<file path="config.mk">
export PLATFORM = sky130hd
export DESIGN_NAME = bresenham_line_engine
export DESIGN_NICKNAME = d
export VERILOG_FILES = /design/src/rtl/bresenham_pkg.sv /design/src/rtl/bla_err_step.sv /design/src/rtl/bresenham_line_engine.sv
export SDC_FILE = /design/constraint.sdc
export NUM_CORES = 1
export LEC_CHECK = 0
export ABC_CLOCK_PERIOD_IN_PS = 4300
export BUFFER_PORTS_ARGS = -buffer_cell sky130_fd_sc_hd__buf_2
export CAP_MARGIN = 15
export CORE_MARGIN = 8
export CORE_UTILIZATION = 56
export DETAILED_ROUTE_END_ITERATION = 8
export GPL_TIMING_DRIVEN = 0
export PLACE_DENSITY_LB_ADDON = 0.2
export SLEW_MARGIN = 20
export SYNTH_ARGS = -nofsm -noshare
export SYNTH_HDL_FRONTEND = slang
export SYNTH_SLANG_ARGS = --single-unit
</file>
<file path="constraint.sdc">
create_clock -name clk -period 4.3 [get_ports clk]
set_input_delay 0 -clock clk [delete_from_list [all_inputs] [get_ports clk]]
set_output_delay 0 -clock clk [all_outputs]
set_load 0.01 [all_outputs]
</file>
<file path="src/rtl/bresenham_pkg.sv">
// -----------------------------------------------------------------------------
// bresenham_pkg
// Shared definitions for the line rasteriser path: the default coordinate
// width, the line engine state encoding, and the pixel record that travels
// between bresenham_controller, bresenham_line_engine and the framebuffer
// writer.
// -----------------------------------------------------------------------------
package bresenham_pkg;

  localparam int COORD_W_DEFAULT = 8;

  typedef enum logic [1:0] {
    IDLE  = 2'd0,
    SETUP = 2'd1,
    DRAW  = 2'd2,
    DONE  = 2'd3
  } bla_state_t;

  typedef struct packed {
    logic [COORD_W_DEFAULT-1:0] x;
    logic [COORD_W_DEFAULT-1:0] y;
  } pixel_t;

endpackage : bresenham_pkg

</file>
<file path="src/rtl/bla_err_step.sv">
// -----------------------------------------------------------------------------
// bla_err_step
// One combinational Bresenham step: given the current pixel, error term,
// step magnitudes and directions, produce the next pixel and error term.
//
// Ports:
//   cur_x_i, cur_y_i   current pixel coordinate
//   err_i              current error term (signed, COORD_W+2 bits)
//   dx_i               |x1-x0|, non-negative
//   dy_i               -|y1-y0|, non-positive
//   sx_neg_i, sy_neg_i 1 = step towards smaller coordinates
//   nxt_x_o, nxt_y_o   next pixel coordinate
//   nxt_err_o          next error term
// -----------------------------------------------------------------------------
module bla_err_step #(
  parameter int COORD_W = 8
) (
  input  logic        [COORD_W-1:0] cur_x_i,
  input  logic        [COORD_W-1:0] cur_y_i,
  input  logic signed [COORD_W+1:0] err_i,
  input  logic signed [COORD_W+1:0] dx_i,
  input  logic signed [COORD_W+1:0] dy_i,
  input  logic                      sx_neg_i,
  input  logic                      sy_neg_i,
  output logic        [COORD_W-1:0] nxt_x_o,
  output logic        [COORD_W-1:0] nxt_y_o,
  output logic signed [COORD_W+1:0] nxt_err_o
);

  logic signed [COORD_W+1:0] e2;

  // Both tests use the error term from before this step, so e2 is fixed
  // while the two adjustments accumulate into nxt_err_o.
  assign e2 = err_i <<< 1;

  always_comb begin
    // NOTE: every output gets a default first so no path leaves it unassigned
    // (no latch); blocking assignments let the second adjustment build on the
    // first within the same evaluation.
    nxt_x_o   = cur_x_i;
    nxt_y_o   = cur_y_i;
    nxt_err_o = err_i;

    if (e2 >= dy_i) begin
      nxt_err_o = nxt_err_o + dy_i;
      nxt_x_o   = sx_neg_i ? cur_x_i - 1'b1 : cur_x_i + 1'b1;
    end

    if (e2 <= dx_i) begin
      nxt_err_o = nxt_err_o + dx_i;
      nxt_y_o   = sy_neg_i ? cur_y_i - 1'b1 : cur_y_i + 1'b1;
    end
  end

endmodule : bla_err_step

</file>
<file path="src/rtl/bresenham_line_engine.sv">
// -----------------------------------------------------------------------------
// bresenham_line_engine
// Rasterises one line segment per request with integer Bresenham stepping and
// streams one pixel per cycle under a valid/ready handshake.
//
// Ports:
//   clk, rst             clock, asynchronous active-high reset
//   draw_en              start request, honoured only in IDLE
//   x0, y0, x1, y1       segment endpoints, latched when draw_en is accepted
//   pix_ready            downstream accepts the presented pixel
//   pix_valid            pix_x/pix_y carry a pixel (DRAW state)
//   pix_x, pix_y         current pixel
//   busy                 request accepted and segment not yet finished
//   draw_done            one-cycle pulse after the last pixel is accepted
//   pix_count            (BLA_PIXEL_COUNT_EN only) pixels accepted this line
//
// Build option: define BLA_PIXEL_COUNT_EN to add the pix_count output.
//
// All outputs decode from registers only, so pix_ready never reaches
// pix_x/pix_y combinationally.
// -----------------------------------------------------------------------------
module bresenham_line_engine
  import bresenham_pkg::*;
#(
  parameter int COORD_W = COORD_W_DEFAULT
) (
  input  logic               clk,
  input  logic               rst,
  input  logic               draw_en,
  input  logic [COORD_W-1:0] x0,
  input  logic [COORD_W-1:0] y0,
  input  logic [COORD_W-1:0] x1,
  input  logic [COORD_W-1:0] y1,
  input  logic               pix_ready,
  output logic               pix_valid,
  output logic [COORD_W-1:0] pix_x,
  output logic [COORD_W-1:0] pix_y,
  output logic               busy,
`ifdef BLA_PIXEL_COUNT_EN
  output logic [COORD_W:0]   pix_count,
`endif
  output logic               draw_done
);

  localparam int EW = COORD_W + 2;

  bla_state_t state_q, state_d;

  logic        [COORD_W-1:0] cur_x_q, cur_x_d;
  logic        [COORD_W-1:0] cur_y_q, cur_y_d;
  logic        [COORD_W-1:0] end_x_q, end_x_d;
  logic        [COORD_W-1:0] end_y_q, end_y_d;
  logic signed [EW-1:0]      dx_q, dx_d;
  logic signed [EW-1:0]      dy_q, dy_d;
  logic signed [EW-1:0]      err_q, err_d;
  logic                      sx_neg_q, sx_neg_d;
  logic                      sy_neg_q, sy_neg_d;
`ifdef BLA_PIXEL_COUNT_EN
  logic        [COORD_W:0]   cnt_q, cnt_d;
`endif

  logic        [COORD_W-1:0] abs_x, abs_y;
  logic        [COORD_W-1:0] step_x, step_y;
  logic signed [EW-1:0]      step_err;

  // During SETUP cur holds (x0,y0) and end holds (x1,y1).
  assign abs_x = (end_x_q >= cur_x_q) ? end_x_q - cur_x_q : cur_x_q - end_x_q;
  assign abs_y = (end_y_q >= cur_y_q) ? end_y_q - cur_y_q : cur_y_q - end_y_q;

  bla_err_step #(
    .COORD_W (COORD_W)
  ) u_err_step (
    .cur_x_i   (cur_x_q),
    .cur_y_i   (cur_y_q),
    .err_i     (err_q),
    .dx_i      (dx_q),
    .dy_i      (dy_q),
    .sx_neg_i  (sx_neg_q),
    .sy_neg_i  (sy_neg_q),
    .nxt_x_o   (step_x),
    .nxt_y_o   (step_y),
    .nxt_err_o (step_err)
  );

  assign pix_x = cur_x_q;
  assign pix_y = cur_y_q;
`ifdef BLA_PIXEL_COUNT_EN
  assign pix_count = cnt_q;
`endif

  always_comb begin
    state_d   = state_q;
    cur_x_d   = cur_x_q;
    cur_y_d   = cur_y_q;
    end_x_d   = end_x_q;
    end_y_d   = end_y_q;
    dx_d      = dx_q;
    dy_d      = dy_q;
    err_d     = err_q;
    sx_neg_d  = sx_neg_q;
    sy_neg_d  = sy_neg_q;
`ifdef BLA_PIXEL_COUNT_EN
    cnt_d     = cnt_q;
`endif
    pix_valid = 1'b0;
    busy      = 1'b0;
    draw_done = 1'b0;

    case (state_q)
      IDLE: begin
        if (draw_en) begin
          cur_x_d = x0;
          cur_y_d = y0;
          end_x_d = x1;
          end_y_d = y1;
`ifdef BLA_PIXEL_COUNT_EN
          cnt_d   = '0;
`endif
          state_d = SETUP;
        end
      end

      SETUP: begin
        busy     = 1'b1;
        dx_d     = $signed({2'b00, abs_x});
        dy_d     = -$signed({2'b00, abs_y});
        err_d    = dx_d + dy_d;
        sx_neg_d = !(cur_x_q < end_x_q);
        sy_neg_d = !(cur_y_q < end_y_q);
        state_d  = DRAW;
      end

      DRAW: begin
        busy      = 1'b1;
        pix_valid = 1'b1;
        if (pix_ready) begin
`ifdef BLA_PIXEL_COUNT_EN
          cnt_d = cnt_q + 1'b1;
`endif
          if (cur_x_q == end_x_q && cur_y_q == end_y_q) begin
            state_d = DONE;
          end else begin
            cur_x_d = step_x;
            cur_y_d = step_y;
            err_d   = step_err;
          end
        end
      end

      DONE: begin
        draw_done = 1'b1;
        state_d   = IDLE;
      end

      default: state_d = IDLE;
    endcase
  end

  // NOTE: sequential state uses non-blocking assignments so every register
  // samples its next value from the same pre-edge snapshot.
  always_ff @(posedge clk or posedge rst) begin
    if (rst) begin
      state_q  <= IDLE;
      cur_x_q  <= '0;
      cur_y_q  <= '0;
      end_x_q  <= '0;
      end_y_q  <= '0;
      dx_q     <= '0;
      dy_q     <= '0;
      err_q    <= '0;
      sx_neg_q <= 1'b0;
      sy_neg_q <= 1'b0;
`ifdef BLA_PIXEL_COUNT_EN
      cnt_q    <= '0;
`endif
    end else begin
      state_q  <= state_d;
      cur_x_q  <= cur_x_d;
      cur_y_q  <= cur_y_d;
      end_x_q  <= end_x_d;
      end_y_q  <= end_y_d;
      dx_q     <= dx_d;
      dy_q     <= dy_d;
      err_q    <= err_d;
      sx_neg_q <= sx_neg_d;
      sy_neg_q <= sy_neg_d;
`ifdef BLA_PIXEL_COUNT_EN
      cnt_q    <= cnt_d;
`endif
    end
  end

endmodule : bresenham_line_engine

</file>
==> results of run 1 <==
area by class of cell:
cell class                 count  area, sq um
inverter                      86          325
multi-input combinational    533         4560
tap                          140          175
buffer                        16         80.1
sequential                    63         1580
fill                         802         3130
clock buffer                   9          124
clock inverter                 7          121
timing repair buffer         102          738
repair_timing:
action | in CTS | in global routing
endpoints found under the setup margin | 6 | 3
pin swaps | 4 | 19
buffers inserted | 3 | 12
resized for setup | 21 | 42
hold endpoints to repair | 94 | 0
cloned | 0 | 0
hold buffers | 32 | 0
logic make-up after synthesis:
| family | after synthesis | synth area share (%) |
|---|---|---|
| AOI/OAI and AO/OA | 186 | 19.0 |
| and+or+nand+nor | 145 | 11.8 |
| muxes | 58 | 10.2 |
| DFF | 63 | 25.3 |
| adders and majority gates | 99 | 20.9 |
| buffers and inverters | 102 | 6.27 |
| xor gates and xnor gates | 45 | 6.55 |
flip-flops by register name (all words and copies together), names as in the netlist, 2 cells and up:
signal / cells
err_q: 9
dx_q: 8
pix_y: 8
pix_x: 8
end_y_q: 8
dy_q: 10
end_x_q: 8
state_q: 2
tightest hold or removal path, delay by kind of cell:
kind                   cells  cell delay (ns)
AOI/OAI and AO/OA          2             0.17
buffers and inverters      1             0.09
and+or+nand+nor            1             0.08
stage by stage:
stage | std cells | util (%)
6_report | 956 | 71.1
3_5_place_dp | 893 | 62.0
4_1_cts | 944 | 68.4
5_1_grt | 956 | 71.1
3_3_place_gp | 892 | 61.7
2_1_floorplan | 698 | -
routing by layer:
metal	track usage (%)	share of wire, %	vias up
met1	29.2	42	2748
li1	-	-	2709
met4	10.6	2.7	0
met3	3.75	5.4	45
met2	40.0	50	184
met5	0	0	-
cells in the final DEF, fill, tap and decap left out, drive strengths merged, types with 4 or more instances in the layout:
master       instances
o21ai               41
nor2                42
nor2b               19
inv                 86
a21o                11
o21bai               9
nand2               26
dlygate4sd3         32
nand4                6
mux2i               24
o21a                 8
xor2                15
nor3                14
buf                 73
xnor2               30
a211oi               4
nand3               10
fa                   9
o22ai                4
and2                 4
dfrtp               63
ha                  90
clkbuf              22
a31oi                6
mux2                34
a21oi               64
nand2b               6
final timing paths:
check,cells after the start,to,startpoint,slack (ns)
hold / removal,4,pix_x[7]$_DFFE_PP0P_,x0[7],0.01
setup / recovery,18,err_q[8]$_DFFE_PP0P_,pix_y[0]$_DFFE_PP0P_,0.02
max in group asynchronous,4,pix_y[7]$_DFFE_PP0P_,rst,3.64
min in group asynchronous,3,pix_y[6]$_DFFE_PP0P_,rst,0.13
hold reg to reg,1,end_y_q[0]$_DFFE_PP0P_,end_y_q[0]$_DFFE_PP0P_,0.55
setup reg to reg,18,err_q[8]$_DFFE_PP0P_,pix_y[0]$_DFFE_PP0P_,0.02
==> tab_implementation.tex, run 1 <==
\begin{tabular}{lr}
\hline
Metric & Value \\
\hline
\multicolumn{2}{l}{\textbf{Finish}} \\
Fraction of final layout cells with drive strength greater than 1 & 21.8\% \\
Area of all placed cells without fillers & 0.00771 sq mm \\
Antenna fix cells & 0 \\
Final net count & 946 \\
Area growth from synthesis to final layout & 23.5\% \\
\multicolumn{2}{l}{\textbf{Timing}} \\
Clk\_skew & 0.0141 ns \\
Final setup viols & 0 \\
Worst hold-check slack & 0.0142 ns \\
Final cycle utilization of the critical path & 99.5\% \\
Accumulated negative setup slack & 0 ns \\
Tmin final & 4.28 ns \\
Highest attainable clock frequency & 234 MHz \\
Setup slack of the critical path after layout & 0.0204 ns \\
Rel. slew slack & 45.3\% \\
Max-slew violation total from the final report & 0 \\
Transition at the pin with the smallest max-transition slack & 0.816 ns \\
Final hold violation count & 0 \\
\multicolumn{2}{l}{\textbf{Floorplan}} \\
Initial core utilization & 57.6\% \\
Std-Cell Rows & 38 \\
Total I/O pin count & 55 \\
Vertical die dimension & 122 um \\
Overall die area & 0.0148 sq mm \\
DIE WIDTH & 122 um \\
Placeable core region & 0.0108 sq mm \\
\multicolumn{2}{l}{\textbf{Logic synthesis}} \\
Instance count of the mapped netlist & 698 \\
Mean instance size in the synthesized netlist & 8.94 sq um \\
Number of flops mapped to enable cells by yosys & 0 \\
Share of synthesized area occupied by flip-flops and latches & 25.3\% \\
Flip-flop and latch count after synthesis & 63 \\
Count of unique library cells instantiated by Yosys & 70 \\
Warnings from Yosys & 0 \\
Post-Syn Nets & 833 \\
Cell type contributing the most total cell area after synthesis & dfrtp\_1 \\
Area share of the largest cell type after synthesis & 25.3\% \\
Ranking of synthesized cells by area & dfrtp\_1, ha\_1, mux2\_2, inv\_1, a21oi\_1 \\
Dominant cell by count in the synthesized netlist & ha\_1 \\
Mapped cell area & 0.00624 sq mm \\
Dominant synthesized flop cell & dfrtp\_1 \\
Leading cell types by count after synthesis & ha\_1, inv\_1, a21oi\_1 \\
Fraction of synthesis flops using an asynchronous set or reset pin & 100\% \\
\multicolumn{2}{l}{\textbf{Clock network}} \\
CTS tree & yes \\
Clock transition at the registers of the reported paths & 0.08 ns \\
Clock Path Buffers & 2 \\
Source-to-sink clock delay at the later pin of the worst-skew pair & 0.37 ns \\
Clock net sink count & 63 \\
Total number of H-tree levels & 3 \\
Clock buffer count from CTS & 9 \\
Clk Tree Root Cell & clkbuf\_8 \\
\multicolumn{2}{l}{\textbf{Place}} \\
Area post-placement & 0.00672 sq mm \\
Count of port buffers added during placement & 54 \\
Worst slack at placement & -0.610 ns \\
Half-perimeter wire length after placement & 12.8 mm \\
Placer congestion estimate & 0.956 \\
\multicolumn{2}{l}{\textbf{Drt}} \\
Number of vias after detailed routing & 5686 \\
Number of routed nets with antenna violations & 0 \\
Number of iterations in the first detailed-routing pass & 5 \\
Detail-routed net length per standard cell & 18.8 um \\
Final Routed Wirelength & 17.9 mm \\
Via density & 5.95 \\
Starting DRT DRC Count & 389 \\
Remaining design rule violation count & 0 \\
\multicolumn{2}{l}{\textbf{Min path}} \\
Hold Crit Class & input pin to flip-flop \\
\multicolumn{2}{l}{\textbf{Critical path}} \\
Cells along the critical path & inv\_1 -> ha\_4 -> inv\_1 -> fa\_1 -> a21o\_1 -> a21oi\_1 -> nor2\_1 -> a21oi\_1 -> xor2\_2 -> nand4\_2 -> nor3\_4 -> nor2\_1 -> ha\_1 -> nand2\_1 -> a21oi\_2 -> o21ai\_0 -> or4\_1 -> nand3\_1 \\
Critical Path Slowest Stage Cell & dfrtp\_2 \\
CP Launch Type & flip-flop \\
Count of buffer and inverter cells on the critical path & 2 \\
Critical Setup Path Class & flip-flop to flip-flop \\
CP Capture Type & flip-flop \\
Crit path max-delay family & simple AND/OR/NAND/NOR gates \\
Top fanout value on the critical path & 5 \\
Req. time, crit path & 4.60 ns \\
Arrival time at the worst endpoint & 4.58 ns \\
Longest individual stage delay on the worst path & 0.45 ns \\
\multicolumn{2}{l}{\textbf{Global routing}} \\
Global-route wire length before repair & 28.0 mm \\
Maximum number of pins on one net before global-route repair & 49 \\
Initial antenna violation count & 0 \\
Number of global-route vias before repair & 5751 \\
Total routing resource utilization after global routing & 23.7\% \\
Global route total overflow & 0 \\
\multicolumn{2}{l}{\textbf{Run}} \\
Max\_cap viols & 0 \\
\multicolumn{2}{l}{\textbf{Status}} \\
Run status & complete, no violations \\
\hline
\end{tabular}
Power of run 1 is left out: the tool's default activity adds up to more than one toggle a clock period on the data nets, which glitch-free logic cannot reach.
==> inputs of run 2 (changes only) <==
--- a/config.mk
+++ b/config.mk
@@ -9,7 +9,7 @@
 export BUFFER_PORTS_ARGS = -buffer_cell sky130_fd_sc_hd__buf_2
 export CAP_MARGIN = 15
 export CORE_MARGIN = 8
-export CORE_UTILIZATION = 56
+export CORE_UTILIZATION = 35
 export DETAILED_ROUTE_END_ITERATION = 8
 export GPL_TIMING_DRIVEN = 0
 export PLACE_DENSITY_LB_ADDON = 0.2
==> tab_implementation.tex, run 2 (synthesis gave the netlist of run 1 again) <==
\begin{tabular}{lr}
\hline
Metric & Value \\
\hline
\multicolumn{2}{l}{\textbf{Critical path}} \\
Critical Setup Path Class & flip-flop to flip-flop \\
Reg2Reg Launch Point & pix\_y[0]\$\_DFFE\_PP0P\_ \\
Reg2reg path depth & 18 (unchanged) \\
CP Capture Type & flip-flop \\
FF-to-FF End & err\_q[8]\$\_DFFE\_PP0P\_ \\
Critical Path Slowest Stage Cell & ha\_2 \\
Capturing instance or port of the critical path & err\_q[8]\$\_DFFE\_PP0P\_ \\
Arrival time at the worst endpoint & 4.40 ns (-0.18 ns) \\
Cells along the critical path & inv\_1 -> ha\_2 -> and4\_1 -> a211oi\_2 -> o21ai\_4 -> buf\_4 -> buf\_4 -> mux2i\_4 -> o31ai\_4 -> xor2\_2 -> o21a\_1 -> nor2\_1 -> ha\_1 -> nand2\_1 -> a21oi\_1 -> o21ai\_0 -> or4\_1 -> nand3\_1 \\
Critical Path Stages & 18 (unchanged) \\
Crit path max-delay family & compound AO/OA/AOI/OAI gates \\
Worst-case register-to-register setup slack & 0.17 ns (+0.15 ns) \\
Critical Path Start & pix\_y[0]\$\_DFFE\_PP0P\_ \\
Worst path most repeated cell & buf\_4 \\
CP Launch Type & flip-flop \\
Top fanout value on the critical path & 6 (+1) \\
Longest individual stage delay on the worst path & 0.45 ns (about the same) \\
Count of buffer and inverter cells on the critical path & 3 (+1) \\
Req. time, crit path & 4.57 ns (-0.03 ns) \\
\multicolumn{2}{l}{\textbf{Finish}} \\
Area growth from synthesis to final layout & 25.9\% \\
Final net count & 946 (unchanged) \\
Antenna fix cells & 0 (unchanged) \\
Number of cells in the finished layout apart from fillers & 1043 (+9.1\%) \\
Max FFs per register & 10 (unchanged) \\
Leading registers by flop count & dy\_q (10), err\_q (9) \\
Fraction of final layout cells with drive strength greater than 1 & 21.6\% (-0.19 points) \\
Area of all placed cells without fillers & 0.00786 sq mm (+2.0\%) \\
Most common cell after layout, fill and taps aside & inv\_1 \\
Register with the highest flop count & dy\_q \\
Leading cell types in the layout, fill and taps excluded & inv\_1, ha\_1, a21oi\_1 \\
Fill cell instance count of the final layout & 1714 (+110\%) \\
\multicolumn{2}{l}{\textbf{Drt}} \\
Number of iterations in the first detailed-routing pass & 4 (-1) \\
Remaining design rule violation count & 0 (unchanged) \\
Starting DRT DRC Count & 146 (-62\%) \\
Detail-routed net length per standard cell & 16.6 um (-12\%) \\
Number of vias after detailed routing & 5385 (-5.3\%) \\
Via density & 5.16 (-13\%) \\
Final Routed Wirelength & 17.3 mm (-3.7\%) \\
Number of routed nets with antenna violations & 0 (unchanged) \\
\multicolumn{2}{l}{\textbf{Clock network}} \\
Clock Path Buffers & 2 (unchanged) \\
Source-to-sink clock delay at the later pin of the worst-skew pair & 0.34 ns (-0.03 ns) \\
Clock transition at the registers of the reported paths & 0.06 ns (-0.02 ns) \\
Clock buffer count from CTS & 9 (unchanged) \\
CTS tree & yes \\
Total number of H-tree levels & 3 (unchanged) \\
Clk Tree Root Cell & clkbuf\_16 \\
Clock net sink count & 63 (unchanged) \\
\multicolumn{2}{l}{\textbf{Global routing}} \\
Initial antenna violation count & 0 (unchanged) \\
Maximum number of pins on one net before global-route repair & 33 (-33\%) \\
Number of global-route vias before repair & 5568 (-3.2\%) \\
Total routing resource utilization after global routing & 15.8\% (-7.9 points) \\
Global route total overflow & 0 (unchanged) \\
Global-route wire length before repair & 28.0 mm (-0.22\%) \\
\multicolumn{2}{l}{\textbf{Min path}} \\
Hold Crit Class & input pin to flip-flop \\
Hold wc startpoint & x0[7] \\
\multicolumn{2}{l}{\textbf{Run}} \\
Max\_cap viols & 0 (unchanged) \\
\multicolumn{2}{l}{\textbf{Place}} \\
Count of port buffers added during placement & 54 (unchanged) \\
Cell count after placement & 982 (+10\%) \\
Worst slack at placement & -0.600 ns (+0.0102 ns) \\
Placer congestion estimate & 0.821 (-14\%) \\
Area post-placement & 0.00682 sq mm (+1.5\%) \\
Half-perimeter wire length after placement & 13.5 mm (+5.2\%) \\
\multicolumn{2}{l}{\textbf{Timing}} \\
Final cycle utilization of the critical path & 96.0\% (-3.5 points) \\
Tmin final & 4.13 ns (-0.151 ns) \\
Max-slew violation total from the final report & 0 (unchanged) \\
Final setup viols & 0 (unchanged) \\
Accumulated negative setup slack & 0 ns (unchanged) \\
Clk\_skew & 0.0111 ns (-0.00300 ns) \\
Final hold violation count & 0 (unchanged) \\
Rel. slew slack & 44.3\% (-0.94 points) \\
Highest attainable clock frequency & 242 MHz (+3.6\%) \\
Setup slack of the critical path after layout & 0.171 ns (+0.151 ns) \\
Transition at the pin with the smallest max-transition slack & 0.830 ns (+0.0140 ns) \\
RSZ-0062 raised after global routing & yes \\
\multicolumn{2}{l}{\textbf{Floorplan}} \\
Total I/O pin count & 55 (unchanged) \\
Std-Cell Rows & 49 (+29\%) \\
Vertical die dimension & 150 um (+23\%) \\
Overall die area & 0.0224 sq mm (+51\%) \\
Placeable core region & 0.0177 sq mm (+63\%) \\
DIE WIDTH & 150 um (+23\%) \\
Initial core utilization & 35.2\% (-22 points) \\
\multicolumn{2}{l}{\textbf{Status}} \\
Run status & complete, no violations \\
\hline
\end{tabular}
==> run 2: cell types whose count changed in the layout (fill, tap and decap cells not counted), sizes merged <==
cell      previous run  this run
bufinv               3         1
clkinvlp             3         1
clkbuf              22        23
clkinv               1         2
==> run 2: layer usage <==
metal	routed length, um	track usage, %	up-vias
met5	0	0	-
met4	289	5.45	0
met3	584	2.87	18
met2	8150	26.2	86
met1	8240	20.1	2581
li1	-	-	2700
==> run 2: how the worst min path moves through the flow <==
stage	cells after the start	to	slack (ns)
3_5_place_dp	2	pix_x[6]$_DFFE_PP0P_	0.04
6_report	4	pix_x[7]$_DFFE_PP0P_	0.04
5_1_grt	4	pix_x[7]$_DFFE_PP0P_	0.12
3_3_place_gp	2	end_x_q[4]$_DFFE_PP0P_	0.23
4_1_cts	4	pix_x[7]$_DFFE_PP0P_	0.02
2_1_floorplan	1	end_x_q[1]$_DFFE_PP0P_	0.15
==> run 2: stage by stage <==
stage / hold WS [ns] / utilization [%]
CTS: 0.0235 / 42.7
detailed placement: 0.0436 / 38.5
global placement: 0.233 / 38.4
floorplan: 0.151 / -
finish: 0.0418 / 44.4
global route: 0.116 / 44.4
==> run 2: timing repair <==
item,CTS,global route
endpoints found under the hold margin,62,0
hold buffers,32,0
gates resized for setup,21,41
pin swaps,3,15
buffers inserted,5,11
endpoints found under the setup margin,5,4
==> run 2: cell type report <==
type	instances	area, sq um	area share (%)
buffer	15	75.1	0.955
multi-input combinational	533	4570	58.2
sequential	63	1580	20.1
tap	229	287	3.65
timing repair buffer	103	734	9.34
clock inverter	4	47.5	0.605
clock buffer	10	239	3.04
inverter	86	325	4.14
==> run 2: worst reg2reg max path, cell delays in order (launching register included) <==
cell and delay [ns]:
dfrtp_2 0.40, inv_1 0.11, ha_2 0.45, and4_1 0.29, a211oi_2 0.07, o21ai_4 0.27
buf_4 0.21, buf_4 0.15, mux2i_4 0.25, o31ai_4 0.11, xor2_2 0.32, o21a_1 0.22
nor2_1 0.05, ha_1 0.33, nand2_1 0.07, a21oi_1 0.16, o21ai_0 0.10, or4_1 0.42
nand3_1 0.08
Power of run 2 is left out for the same reason.
==> inputs of run 3 (changes only) <==
--- a/config.mk
+++ b/config.mk
@@ -5,6 +5,7 @@
 export SDC_FILE = /design/constraint.sdc
 export NUM_CORES = 1
 export LEC_CHECK = 0
+export ABC_AREA = 1
 export ABC_CLOCK_PERIOD_IN_PS = 4300
 export BUFFER_PORTS_ARGS = -buffer_cell sky130_fd_sc_hd__buf_2
 export CAP_MARGIN = 15
@@ -12,6 +13,7 @@
 export CORE_UTILIZATION = 35
 export DETAILED_ROUTE_END_ITERATION = 8
 export GPL_TIMING_DRIVEN = 0
+export MAX_ROUTING_LAYER = met4
 export PLACE_DENSITY_LB_ADDON = 0.2
 export SLEW_MARGIN = 20
 export SYNTH_ARGS = -nofsm -noshare
==> tab_implementation.tex, run 3 <==
\begin{tabular}{lr}
\hline
Metric & Value \\
\hline
\multicolumn{2}{l}{\textbf{Status}} \\
Run status & complete, no violations \\
\multicolumn{2}{l}{\textbf{Finish}} \\
Fraction of final layout cells with drive strength greater than 1 & 11.9\% (-9.7 points) \\
Area of all placed cells without fillers & 0.00810 sq mm (+3.0\%) \\
Final net count & 1194 (+26\%) \\
Area growth from synthesis to final layout & 19.2\% \\
Antenna fix cells & 0 (unchanged) \\
Leading registers by flop count & dy\_q (10), err\_q (9) \\
Max FFs per register & 10 (unchanged) \\
Fill cell instance count of the final layout & 2065 (+20\%) \\
Final Util & 42.0\% (-2.4 points) \\
Leading cell types in the layout, fill and taps excluded & nand2\_1, inv\_1, ha\_1 \\
Most common cell after layout, fill and taps aside & nand2\_1 \\
Register with the highest flop count & dy\_q \\
\multicolumn{2}{l}{\textbf{Drt}} \\
Via density & 4.77 (-7.6\%) \\
Detail-routed net length per standard cell & 14.3 um (-13\%) \\
Remaining design rule violation count & 0 (unchanged) \\
Number of routed nets with antenna violations & 0 (unchanged) \\
Number of vias after detailed routing & 6340 (+18\%) \\
Starting DRT DRC Count & 267 (+83\%) \\
Number of iterations in the first detailed-routing pass & 5 (+1) \\
Final Routed Wirelength & 19.1 mm (+10\%) \\
\multicolumn{2}{l}{\textbf{Min path}} \\
Hold Crit Class & input pin to flip-flop \\
\multicolumn{2}{l}{\textbf{Logic synthesis}} \\
Cell type contributing the most total cell area after synthesis & dfrtp\_1 \\
Mean instance size in the synthesized netlist & 7.08 sq um (-21\%) \\
Leading cell types by count after synthesis & nand2\_1, inv\_1, ha\_1 \\
Dominant cell by count in the synthesized netlist & nand2\_1 \\
Share of synthesized area occupied by flip-flops and latches & 23.2\% (-2.0 points) \\
Instance count of the mapped netlist & 960 (+38\%) \\
Flip-flop and latch count after synthesis & 63 (unchanged) \\
Number of flops mapped to enable cells by yosys & 0 (unchanged) \\
Ranking of synthesized cells by area & dfrtp\_1, ha\_1, nand2\_1, inv\_1, a21oi\_1 \\
Mapped cell area & 0.00679 sq mm (+8.8\%) \\
Count of unique library cells instantiated by Yosys & 48 (-31\%) \\
Fraction of synthesis flops using an asynchronous set or reset pin & 100\% (unchanged) \\
Post-Syn Nets & 1095 (+31\%) \\
Warnings from Yosys & 0 (unchanged) \\
Area share of the largest cell type after synthesis & 23.2\% (-2.0 points) \\
Dominant synthesized flop cell & dfrtp\_1 \\
\multicolumn{2}{l}{\textbf{Place}} \\
Worst slack at placement & 0.226 ns (+0.827 ns) \\
Area post-placement & 0.00743 sq mm (+8.8\%) \\
Placer congestion estimate & 0.871 (+6.1\%) \\
Half-perimeter wire length after placement & 15.6 mm (+16\%) \\
Count of port buffers added during placement & 54 (unchanged) \\
\multicolumn{2}{l}{\textbf{Global routing}} \\
Met2 track demand over resource & 26.9\% (+0.74 points) \\
Initial antenna violation count & 0 (unchanged) \\
Global-route wire length before repair & 31.6 mm (+13\%) \\
Maximum number of pins on one net before global-route repair & 54 (+64\%) \\
Layer carrying the most global-route usage & met2 \\
Met1 GRT Util & 21.7\% (+1.6 points) \\
Met3 usage & 2.27\% (-0.60 points) \\
Global route total overflow & 0 (unchanged) \\
Total routing resource utilization after global routing & 16.7\% (+0.95 points) \\
Number of global-route vias before repair & 6228 (+12\%) \\
\multicolumn{2}{l}{\textbf{Clock network}} \\
Clock buffer count from CTS & 9 (unchanged) \\
Clock net sink count & 63 (unchanged) \\
Source-to-sink clock delay at the later pin of the worst-skew pair & 0.34 ns (about the same) \\
Clock transition at the registers of the reported paths & 0.06 ns (about the same) \\
Clock Path Buffers & 2 (unchanged) \\
CTS tree & yes \\
Clk Tree Root Cell & clkbuf\_16 \\
Total number of H-tree levels & 3 (unchanged) \\
\multicolumn{2}{l}{\textbf{Floorplan}} \\
Initial core utilization & 35.3\% (about the same) \\
Placeable core region & 0.0193 sq mm (+8.8\%) \\
Overall die area & 0.0241 sq mm (+7.9\%) \\
DIE WIDTH & 155 um (+3.9\%) \\
Std-Cell Rows & 51 (+4.1\%) \\
Total I/O pin count & 55 (unchanged) \\
Vertical die dimension & 155 um (+3.9\%) \\
\multicolumn{2}{l}{\textbf{Timing}} \\
Tmin final & 4.04 ns (-0.0873 ns) \\
Setup slack of the critical path after layout & 0.258 ns (+0.0873 ns) \\
Final hold violation count & 0 (unchanged) \\
Max-slew violation total from the final report & 0 (unchanged) \\
Accumulated negative setup slack & 0 ns (unchanged) \\
Highest attainable clock frequency & 247 MHz (+2.2\%) \\
Transition at the pin with the smallest max-transition slack & 0.745 ns (-0.0848 ns) \\
Rel. slew slack & 50.3\% (+6.0 points) \\
RSZ-0062 raised after global routing & no \\
Final setup viols & 0 (unchanged) \\
Clk\_skew & 0.0107 ns (-0.000496 ns) \\
Final cycle utilization of the critical path & 94.0\% (-2.0 points) \\
\multicolumn{2}{l}{\textbf{Critical path}} \\
Crit path max-delay family & simple AND/OR/NAND/NOR gates \\
CP Launch Type & flip-flop \\
Req. time, crit path & 4.53 ns (-0.04 ns) \\
Top fanout value on the critical path & 8 (+2) \\
Critical Path Slowest Stage Cell & dfrtp\_1 \\
CP Capture Type & flip-flop \\
Worst-case register-to-register setup slack & 0.26 ns (+0.09 ns) \\
Arrival time at the worst endpoint & 4.27 ns (-0.13 ns) \\
Count of buffer and inverter cells on the critical path & 2 (-1) \\
Critical Setup Path Class & flip-flop to flip-flop \\
Longest individual stage delay on the worst path & 0.44 ns (about the same) \\
Cells along the critical path & ha\_1 -> inv\_1 -> fa\_1 -> nand3\_1 -> nand3\_1 -> nand2\_2 -> nand3\_4 -> o21ai\_2 -> ha\_1 -> nand3\_2 -> nor3\_4 -> nand2\_2 -> xor2\_2 -> ha\_1 -> inv\_1 -> nor3\_1 -> nand2\_1 -> nand3\_1 -> xor2\_1 -> a21oi\_1 -> o21ai\_0 -> o21a\_1 \\
\multicolumn{2}{l}{\textbf{Run}} \\
Max\_cap viols & 0 (unchanged) \\
\hline
\end{tabular}
-- run 3: cell types whose count changed after synthesis, sizes merged, moves of 10 or more --
cell,change
nand3,+29
o211ai,+16
nand4,+10
nor2b,-19
mux2,-34
nor2,+28
mux2i,-24
o21ai,+36
buf,+11
inv,+82
xnor2,-21
a21oi,+19
nand2,+197
xor2,+16
-- run 3: cells by family after synthesis --
| group | share of synthesized area, % |
|---|---|
| flops | 23.2 |
| compound gates | 17.4 |
| buf+inv | 10.9 |
| fa+ha+maj | 19.2 |
| simple gates | 23.9 |
| xor+xnor | 5.38 |
-- run 3: routing by layer --
metal | wire length (um) | part of all wire [%]
met5 | 0 | 0
met4 | 244 | 1.3
met3 | 515 | 2.7
met2 | 8720 | 46
met1 | 9590 | 50
-- run 3: layout make-up --
class / count / area (sq um) / area share [%]
plain buffers: 20 / 105 / 1.30
well taps: 265 / 332 / 4.10
inverters: 170 / 641 / 7.91
multi-input cells: 707 / 4480 / 55.3
flip-flops and latches: 63 / 1580 / 19.5
repair buffers: 88 / 628 / 7.76
clock inverters: 5 / 80.1 / 0.989
clock buffers: 11 / 253 / 3.12
-- run 3: worst paths after layout --
| kind | startpoint | end | cells past startpoint |
|---|---|---|---|
| min reg2reg | dx_q[1]$_DFFE_PP0N_ | dx_q[1]$_DFFE_PP0N_ | 2 |
| max in group asynchronous | rst | pix_y[1]$_DFFE_PP0P_ | 4 |
| min in group asynchronous | rst | end_y_q[5]$_DFFE_PP0P_ | 3 |
| max | pix_y[0]$_DFFE_PP0P_ | err_q[7]$_DFFE_PP0P_ | 22 |
| max reg2reg | pix_y[0]$_DFFE_PP0P_ | err_q[7]$_DFFE_PP0P_ | 22 |
| min | draw_en | state_q[0]$_DFFE_PP0P_ | 4 |
-- run 3: worst reg2reg max path: stages (launching register included) --
cell	delay, ns
dfrtp_1	0.44
ha_1	0.19
inv_1	0.08
fa_1	0.44
nand3_1	0.13
nand3_1	0.12
nand2_2	0.11
nand3_4	0.12
o21ai_2	0.21
ha_1	0.21
nand3_2	0.14
nor3_4	0.17
nand2_2	0.08
xor2_2	0.16
ha_1	0.34
inv_1	0.09
nor3_1	0.17
nand2_1	0.07
nand3_1	0.10
xor2_1	0.08
a21oi_1	0.19
o21ai_0	0.12
o21a_1	0.19
-- run 3: timing repair --
item	in CTS	in global routing
hold buffers	33	0
gates resized for setup	0	3
setup buffers	0	0
hold endpoints to repair	95	0
endpoints found under the setup margin	0	4
-- run 3: per-stage QoR --
step,hold WS [ns],std cells
3_3_place_gp,0.245,1279
4_1_cts,0.0319,1329
2_1_floorplan,0.155,960
6_report,0.0481,1329
5_1_grt,0.0995,1329
3_5_place_dp,-0.0621,1280
Power of run 3 is left out for the same reason.
